## src/rtl/proc_pkg.sv

```systemverilog
// Shared definitions for the multi-cycle sequencer.
// Opcodes, FSM state encoding and instruction field helpers.
package proc_pkg;

  // Widest instruction word the field helpers accept.
  localparam int MAX_IW = 64;

  localparam logic [3:0] OP_ADD  = 4'b0000;
  localparam logic [3:0] OP_SUB  = 4'b0001;
  localparam logic [3:0] OP_AND  = 4'b0010;
  localparam logic [3:0] OP_OR   = 4'b0011;
  localparam logic [3:0] OP_HALT = 4'b0111;
  localparam logic [3:0] OP_LOAD = 4'b1000;
  localparam logic [3:0] OP_INC  = 4'b1010;
  localparam logic [3:0] OP_DEC  = 4'b1011;
  localparam logic [3:0] OP_JZ   = 4'b1110;
  localparam logic [3:0] OP_JMP  = 4'b1111;

  typedef enum logic [2:0] {
    S_IDLE,
    S_FETCH,
    S_DECODE,
    S_EXEC,
    S_HALTED
  } state_t;

  // Top nibble of a DATA_W+8 wide word.
  function automatic logic [3:0] f_op(
    input logic [MAX_IW-1:0] ir,
    input int                dw
  );
    return 4'(ir >> (dw + 4));
  endfunction

  // Register field of width raw starting at bit lsb.
  function automatic logic [3:0] f_reg(
    input logic [MAX_IW-1:0] ir,
    input int                lsb,
    input int                raw
  );
    logic [MAX_IW-1:0] mask;
    mask = (MAX_IW'(1) << raw) - MAX_IW'(1);
    return 4'((ir >> lsb) & mask);
  endfunction

endpackage

```

## src/rtl/proc_regfile.sv

```systemverilog
// Register file: NREG x DATA_W, one sync write port, sync clear.
// Ports: we/waddr/wdata write; ra, rb, dbg combinational reads.
module proc_regfile #(
  parameter int DATA_W = 8,
  parameter int RA_W   = 2
) (
  input  logic              clk,
  input  logic              rst,
  input  logic              we,
  input  logic [RA_W-1:0]   waddr,
  input  logic [DATA_W-1:0] wdata,
  input  logic [RA_W-1:0]   ra_addr,
  output logic [DATA_W-1:0] ra_data,
  input  logic [RA_W-1:0]   rb_addr,
  output logic [DATA_W-1:0] rb_data,
  input  logic [RA_W-1:0]   dbg_addr,
  output logic [DATA_W-1:0] dbg_data
);

  localparam int NREG = 2 ** RA_W;

  logic [DATA_W-1:0] regs [NREG];

  always_ff @(posedge clk) begin
    if (rst) begin
      for (int i = 0; i < NREG; i++) begin
        regs[i] <= '0;
      end
    end else if (we) begin
      regs[waddr] <= wdata;
    end
  end

  assign ra_data  = regs[ra_addr];
  assign rb_data  = regs[rb_addr];
  assign dbg_data = regs[dbg_addr];

endmodule

```

## src/rtl/proc_seq.sv

```systemverilog
// Fetch/decode/execute sequencer: FSM, ALU, PC, flags.
// Ports: clk/rst, start, imem_*, busy/halted/retire/illegal, flags, dbg.
module proc_seq
  import proc_pkg::*;
#(
  parameter int DATA_W = 8,
  parameter int RA_W   = 2,
  parameter int PC_W   = 8
) (
  input  logic              clk,
  input  logic              rst,
  input  logic              start,
  output logic              imem_en,
  output logic [PC_W-1:0]   imem_addr,
  input  logic [DATA_W+7:0] imem_rdata,
  output logic              busy,
  output logic              halted,
  output logic              retire,
  output logic              illegal,
  output logic              zero_flag,
  output logic              carry_flag,
  input  logic [RA_W-1:0]   dbg_addr,
  output logic [DATA_W-1:0] dbg_data
);

  localparam int IW = DATA_W + 8;

  state_t state;
  state_t state_n;

  logic [PC_W-1:0]   pc;
  logic [PC_W-1:0]   pc_n;
  logic [IW-1:0]     ir;
  logic              zf;
  logic              cf;
  logic              zf_n;
  logic              cf_n;

  logic [MAX_IW-1:0] ir_x;
  logic [3:0]        op;
  logic [RA_W-1:0]   rd;
  logic [RA_W-1:0]   rs;
  logic [RA_W-1:0]   rt;
  logic [DATA_W-1:0] imm;
  logic [PC_W-1:0]   jt;

  logic is_add;
  logic is_sub;
  logic is_and;
  logic is_or;
  logic is_halt;
  logic is_load;
  logic is_inc;
  logic is_dec;
  logic is_jz;
  logic is_jmp;

  logic [RA_W-1:0]   rb_addr;
  logic [DATA_W-1:0] a;
  logic [DATA_W-1:0] b;
  logic [DATA_W:0]   sum;
  logic              alu_we;
  logic              upd;
  logic              ill_op;
  logic              rf_we;

  // Field extraction
  assign ir_x = MAX_IW'(ir);
  assign op   = f_op(ir_x, DATA_W);
  assign rd   = RA_W'(f_reg(ir_x, DATA_W, RA_W));
  assign rs   = RA_W'(f_reg(ir_x, DATA_W / 2, RA_W));
  assign rt   = RA_W'(f_reg(ir_x, 0, RA_W));
  assign imm  = ir[DATA_W-1:0];
  assign jt   = PC_W'(imm);

  assign is_add  = (op == OP_ADD);
  assign is_sub  = (op == OP_SUB);
  assign is_and  = (op == OP_AND);
  assign is_or   = (op == OP_OR);
  assign is_halt = (op == OP_HALT);
  assign is_load = (op == OP_LOAD);
  assign is_inc  = (op == OP_INC);
  assign is_dec  = (op == OP_DEC);
  assign is_jz   = (op == OP_JZ);
  assign is_jmp  = (op == OP_JMP);

  // INC/DEC operate on rd, so the second read port follows rd then.
  assign rb_addr = (is_inc | is_dec) ? rd : rt;
  assign rf_we   = (state == S_EXEC) & alu_we;

  proc_regfile #(
    .DATA_W (DATA_W),
    .RA_W   (RA_W)
  ) u_rf (
    .clk      (clk),
    .rst      (rst),
    .we       (rf_we),
    .waddr    (rd),
    .wdata    (sum[DATA_W-1:0]),
    .ra_addr  (rs),
    .ra_data  (a),
    .rb_addr  (rb_addr),
    .rb_data  (b),
    .dbg_addr (dbg_addr),
    .dbg_data (dbg_data)
  );

  // ALU and next-PC; sum[DATA_W] is carry or borrow.
  always_comb begin
    sum    = '0;
    alu_we = 1'b0;
    upd    = 1'b0;
    ill_op = 1'b0;
    pc_n   = pc + PC_W'(1);
    unique case (1'b1)
      is_add: begin
        sum    = {1'b0, a} + {1'b0, b};
        alu_we = 1'b1;
        upd    = 1'b1;
      end
      is_sub: begin
        sum    = {1'b0, a} - {1'b0, b};
        alu_we = 1'b1;
        upd    = 1'b1;
      end
      is_and: begin
        sum    = {1'b0, a & b};
        alu_we = 1'b1;
        upd    = 1'b1;
      end
      is_or: begin
        sum    = {1'b0, a | b};
        alu_we = 1'b1;
        upd    = 1'b1;
      end
      is_inc: begin
        sum    = {1'b0, b} + {{DATA_W{1'b0}}, 1'b1};
        alu_we = 1'b1;
        upd    = 1'b1;
      end
      is_dec: begin
        sum    = {1'b0, b} - {{DATA_W{1'b0}}, 1'b1};
        alu_we = 1'b1;
        upd    = 1'b1;
      end
      is_load: begin
        sum    = {1'b0, imm};
        alu_we = 1'b1;
      end
      is_halt: pc_n = pc;
      is_jz: begin
        if (zf) pc_n = jt;
      end
      is_jmp: pc_n = jt;
      default: ill_op = 1'b1;
    endcase
    zf_n = upd ? (sum[DATA_W-1:0] == '0) : zf;
    cf_n = upd ? sum[DATA_W] : cf;
  end

  // State register
  always_ff @(posedge clk) begin
    if (rst) state <= S_IDLE;
    else     state <= state_n;
  end

  // Next state
  always_comb begin
    state_n = state;
    unique case (state)
      S_IDLE:   if (start) state_n = S_FETCH;
      S_HALTED: if (start) state_n = S_FETCH;
      S_FETCH:  state_n = S_DECODE;
      S_DECODE: state_n = S_EXEC;
      S_EXEC:   state_n = is_halt ? S_HALTED : S_FETCH;
      default:  state_n = S_IDLE;
    endcase
  end

  // Outputs
  always_comb begin
    imem_en = (state == S_FETCH);
    busy    = (state == S_FETCH) |
              (state == S_DECODE) |
              (state == S_EXEC);
    halted  = (state == S_HALTED);
    retire  = (state == S_EXEC);
    illegal = (state == S_EXEC) & ill_op;
  end

  // Datapath state
  always_ff @(posedge clk) begin
    if (rst) begin
      pc <= '0;
      ir <= '0;
      zf <= 1'b0;
      cf <= 1'b0;
    end else begin
      unique case (state)
        S_IDLE, S_HALTED: begin
          if (start) pc <= '0;
        end
        S_DECODE: ir <= imem_rdata;
        S_EXEC: begin
          pc <= pc_n;
          zf <= zf_n;
          cf <= cf_n;
        end
        default: ;
      endcase
    end
  end

  assign imem_addr  = pc;
  assign zero_flag  = zf;
  assign carry_flag = cf;

endmodule

```

## config.mk

```make
export PLATFORM = sky130hd
export DESIGN_NAME = proc_seq
export DESIGN_NICKNAME = d
export VERILOG_FILES = /design/src/rtl/proc_pkg.sv /design/src/rtl/proc_regfile.sv /design/src/rtl/proc_seq.sv
export SDC_FILE = /design/constraint.sdc
export NUM_CORES = 1
export LEC_CHECK = 0
export ABC_AREA = 1
export CAP_MARGIN = 20
export CELL_PAD_IN_SITES_DETAIL_PLACEMENT = 1
export CELL_PAD_IN_SITES_GLOBAL_PLACEMENT = 2
export CORE_MARGIN = 5
export CORE_UTILIZATION = 35
export CTS_CLUSTER_DIAMETER = 80
export DETAILED_ROUTE_END_ITERATION = 6
export PLACE_DENSITY = 0.86
export RECOVER_POWER = 100
export SLEW_MARGIN = 30
export SYNTH_ARGS = -nofsm -noshare
export SYNTH_HDL_FRONTEND = slang
export SYNTH_HIERARCHICAL = 1
export SYNTH_SLANG_ARGS = --single-unit
```

## constraint.sdc

```tcl
create_clock -name clk -period 6.4 [get_ports clk]
set_clock_uncertainty 0.05 [all_clocks]
set_input_delay 1.28 -clock clk [delete_from_list [all_inputs] [get_ports clk]]
set_output_delay 1.28 -clock clk [all_outputs]
set_load 0.01 [all_outputs]
```

==> impl_metrics.csv <==
group,metric,value,unit
min_path,hold_class,"flip-flop to flip-flop",
finish,fin_nets,842,
grt,grt_pass1_vias,5339,
setup_path,worstPathArrival,3.66,ns
grt,grt_pass1_wl,26740,um
sta,tightest_slew,1.256,ns
synth,syn_area,4920,um2
synth,synth-edff-count,32,
floorplan,initial_core_util,0.3558,
routing,dr.pass1.iters,4,
floorplan,num_rows,43,
clock_tree,numCtsBuffers,9,
synth,synth-seq-cells,59,
sta,final_max_slew_viol_count,0,
finish,multi_input_area,2805,um2
setup_path,setup.worst_path.end_class,"output pin",
synth,avgSynthCellArea,6.551,um2
sta,grt_setup_unrepaired,"false",
placed_design,dp_hpwl,12930,um
synth,syn_inst,751,
routing,first_iter_violations,215,
clock_tree,cts_tree,"built",
clock_tree,clock_sinks,59,
routing,drt-total-wl,16100,um
clock_tree,root_buffer,"clkbuf_16",
finish,nFillCells,1802,
grt,grt_use_total,0.2028,
power_and_ir_drop,power,0.001834,W
setup_path,start_kind,"input port",
finish,fin_util,0.4146,
clock_tree,cts_resized,0,
floorplan,die_area,16530,um2
routing,via_count,4875,
routing,drtAntennaViolNets,0,
clock_tree,path_clk_slew,0.06,ns
finish,area_growth,16.53,%
floorplan,fp.coreArea,13830,um2
clock_tree,hold_buffers,0,
floorplan,fp.dieH,128.6,um
setup_path,worst-path-max-fanout,17,
power_and_ir_drop,power.leakage,2.833,nW
synth,ys_seq_area_frac,0.3052,
placed_design,port_buffers,41,
grt,antenna_found_initial,0,
grt,grt_overflow_total,0,
grt,grt_max_degree,31,
sta,hold_viol_final,0,
synth,synth-main-ff-cell,"edfxtp_1",
routing,avgRoutedWirePerCell,16.62,um
finish,seq_area,1501,um2
placed_design,finalWeightedCongestion,0.8602,
power_and_ir_drop,cellPowerDensity,319.8,nW/um2
sta,fmax,200.3,MHz
routing,route.detailed.drc,0,
power_and_ir_drop,vdd_drop_max,0.1459,mV
sta,period_minus_slack,4.992,ns
sta,setup-violations-final,0,
clock_tree,htreeDepth,3,
run_status,outcome,"finished, final reports clean",
floorplan,io_pins,44,
sta,fin_setup_tns,0,ns
flow_run,drv_cap,0,
setup_path,critPathKind,"input port to output pin",
routing,avgViaCountPerCell,5.031,
finish,n_antenna_cell,0,
sta,finalCritPeriodShare,0.7799,
clock_tree,cts_buffer_depth,2,
floorplan,fp.dieW,128.6,um
synth,yosys.cell_types.count,35,
sta,max-slew-margin-rel,0.1540,
synth,async_reset_ff_frac,0,
finish,drive_gt1_frac,0.04563,
clock_tree,post_cts_buffers,0,
synth,yosys_warnings,6,
setup_path,required,5.07,ns
synth,synthesis.nets,809,
clock_tree,clk_latency,0.33,ns
routing by layer:
metal | routed length [um] | track usage | vias to the layer above | part of all wire
li1 | - | - | 2456 | -
met1 | 7014 | 0.2385 | 2323 | 0.44
met2 | 8324 | 0.3773 | 81 | 0.52
met3 | 559 | 0.03653 | 15 | 0.035
met4 | 204 | 0.05435 | 0 | 0.013
met5 | 0 | 0 | - | 0
critical path: stages:
cell and delay, ns:
dlygate4sd3_1 0.96, inv_1 0.47, nand2_1 0.18, nand3_1 0.08, nand2_1 0.09, dlygate4sd3_1 0.61
sequential cells by signal (all words and copies together), names as in the netlist:
register    count
ir             14
imem_addr       8
carry_flag      1
u_rf/regs      32
state           3
zero_flag       1
final cells by class:
cell class / count / share of cell area
Tap cell: 180 / 0.03928
Sequential cell: 59 / 0.2619
Multi-Input combinational cell: 545 / 0.4893
Clock buffer: 9 / 0.03928
Inverter: 126 / 0.08250
Timing Repair Buffer: 43 / 0.07355
Clock inverter: 7 / 0.01419
synthesized netlist by cell type, types with 4 or more instances:
cell type / n / area (um2)
nand2_1: 221 / 829.6
inv_1: 120 / 450.4
nand3_1: 82 / 410.4
nor2_1: 67 / 251.5
a21oi_1: 45 / 225.2
ha_1: 35 / 437.9
edfxtp_1: 32 / 960.9
o21ai_0: 28 / 140.1
dfxtp_1: 27 / 540.5
nor3_1: 14 / 70.07
clkbuf_1: 7 / 26.28
buf_2: 6 / 30.03
inv_2: 6 / 22.52
nand3b_1: 6 / 45.04
o211ai_1: 6 / 45.04
buf_6: 5 / 56.30
nand2_2: 5 / 31.28
nand4_1: 5 / 31.28
o21ai_1: 4 / 20.02
where the power goes:
part | internal (W) | switching (W)
sequential | 0.000424 | 0.0000272
clock | 0.000308 | 0.000194
combinational | 0.000272 | 0.000608
cells in the final DEF (no fill, tap or decap), drive strengths merged, types with 16 or more instances in the layout:
cell and n:
inv 131, dlygate4sd3 24, a21oi 45, ha 35, nor2 71, o21ai 32, nand3 84, nor3 16
edfxtp 32, nand2 227, dfxtp 27, clkdlybuf4s50 17
cell families after synthesis:
| group | count (synthesis) | synth area share |
|---|---|---|
| buffers and inverters | 147 | 0.1236 |
| AND/OR/NAND/NOR | 411 | 0.3637 |
| flip-flops | 59 | 0.3052 |
| adder cells (fa/ha/maj) | 37 | 0.09715 |
| XOR/XNOR | 6 | 0.01068 |
| AO/OA/AOI/OAI | 91 | 0.09969 |
worst paths after layout:
check | from | to | slack [ns] | depth (start not counted)
min | carry_flag$_SDFFE_PP0P_ | carry_flag$_SDFFE_PP0P_ | 0.43 | 2
max | dbg_addr[0] | dbg_data[5] | 1.41 | 6
max reg2reg | ir[15]$_SDFFE_PP0P_ | u_rf/regs[2][6]$_SDFFCE_PN0P_ | 1.88 | 23
min reg2reg | carry_flag$_SDFFE_PP0P_ | carry_flag$_SDFFE_PP0P_ | 0.43 | 2
stage by stage:
step	instances	hold slack, ns	cell area, um2	worst slack, ns
after floorplan	751	0.3945	4920	3.019
after global placement	953	0.4259	5435	1.788
after global routing	969	0.4670	5733	1.208
after detailed placement	953	0.4211	5435	1.745
after CTS	969	0.4412	5742	1.735
final	969	0.4346	5733	1.408
Note: power is estimated with default switching activity, not from simulation.
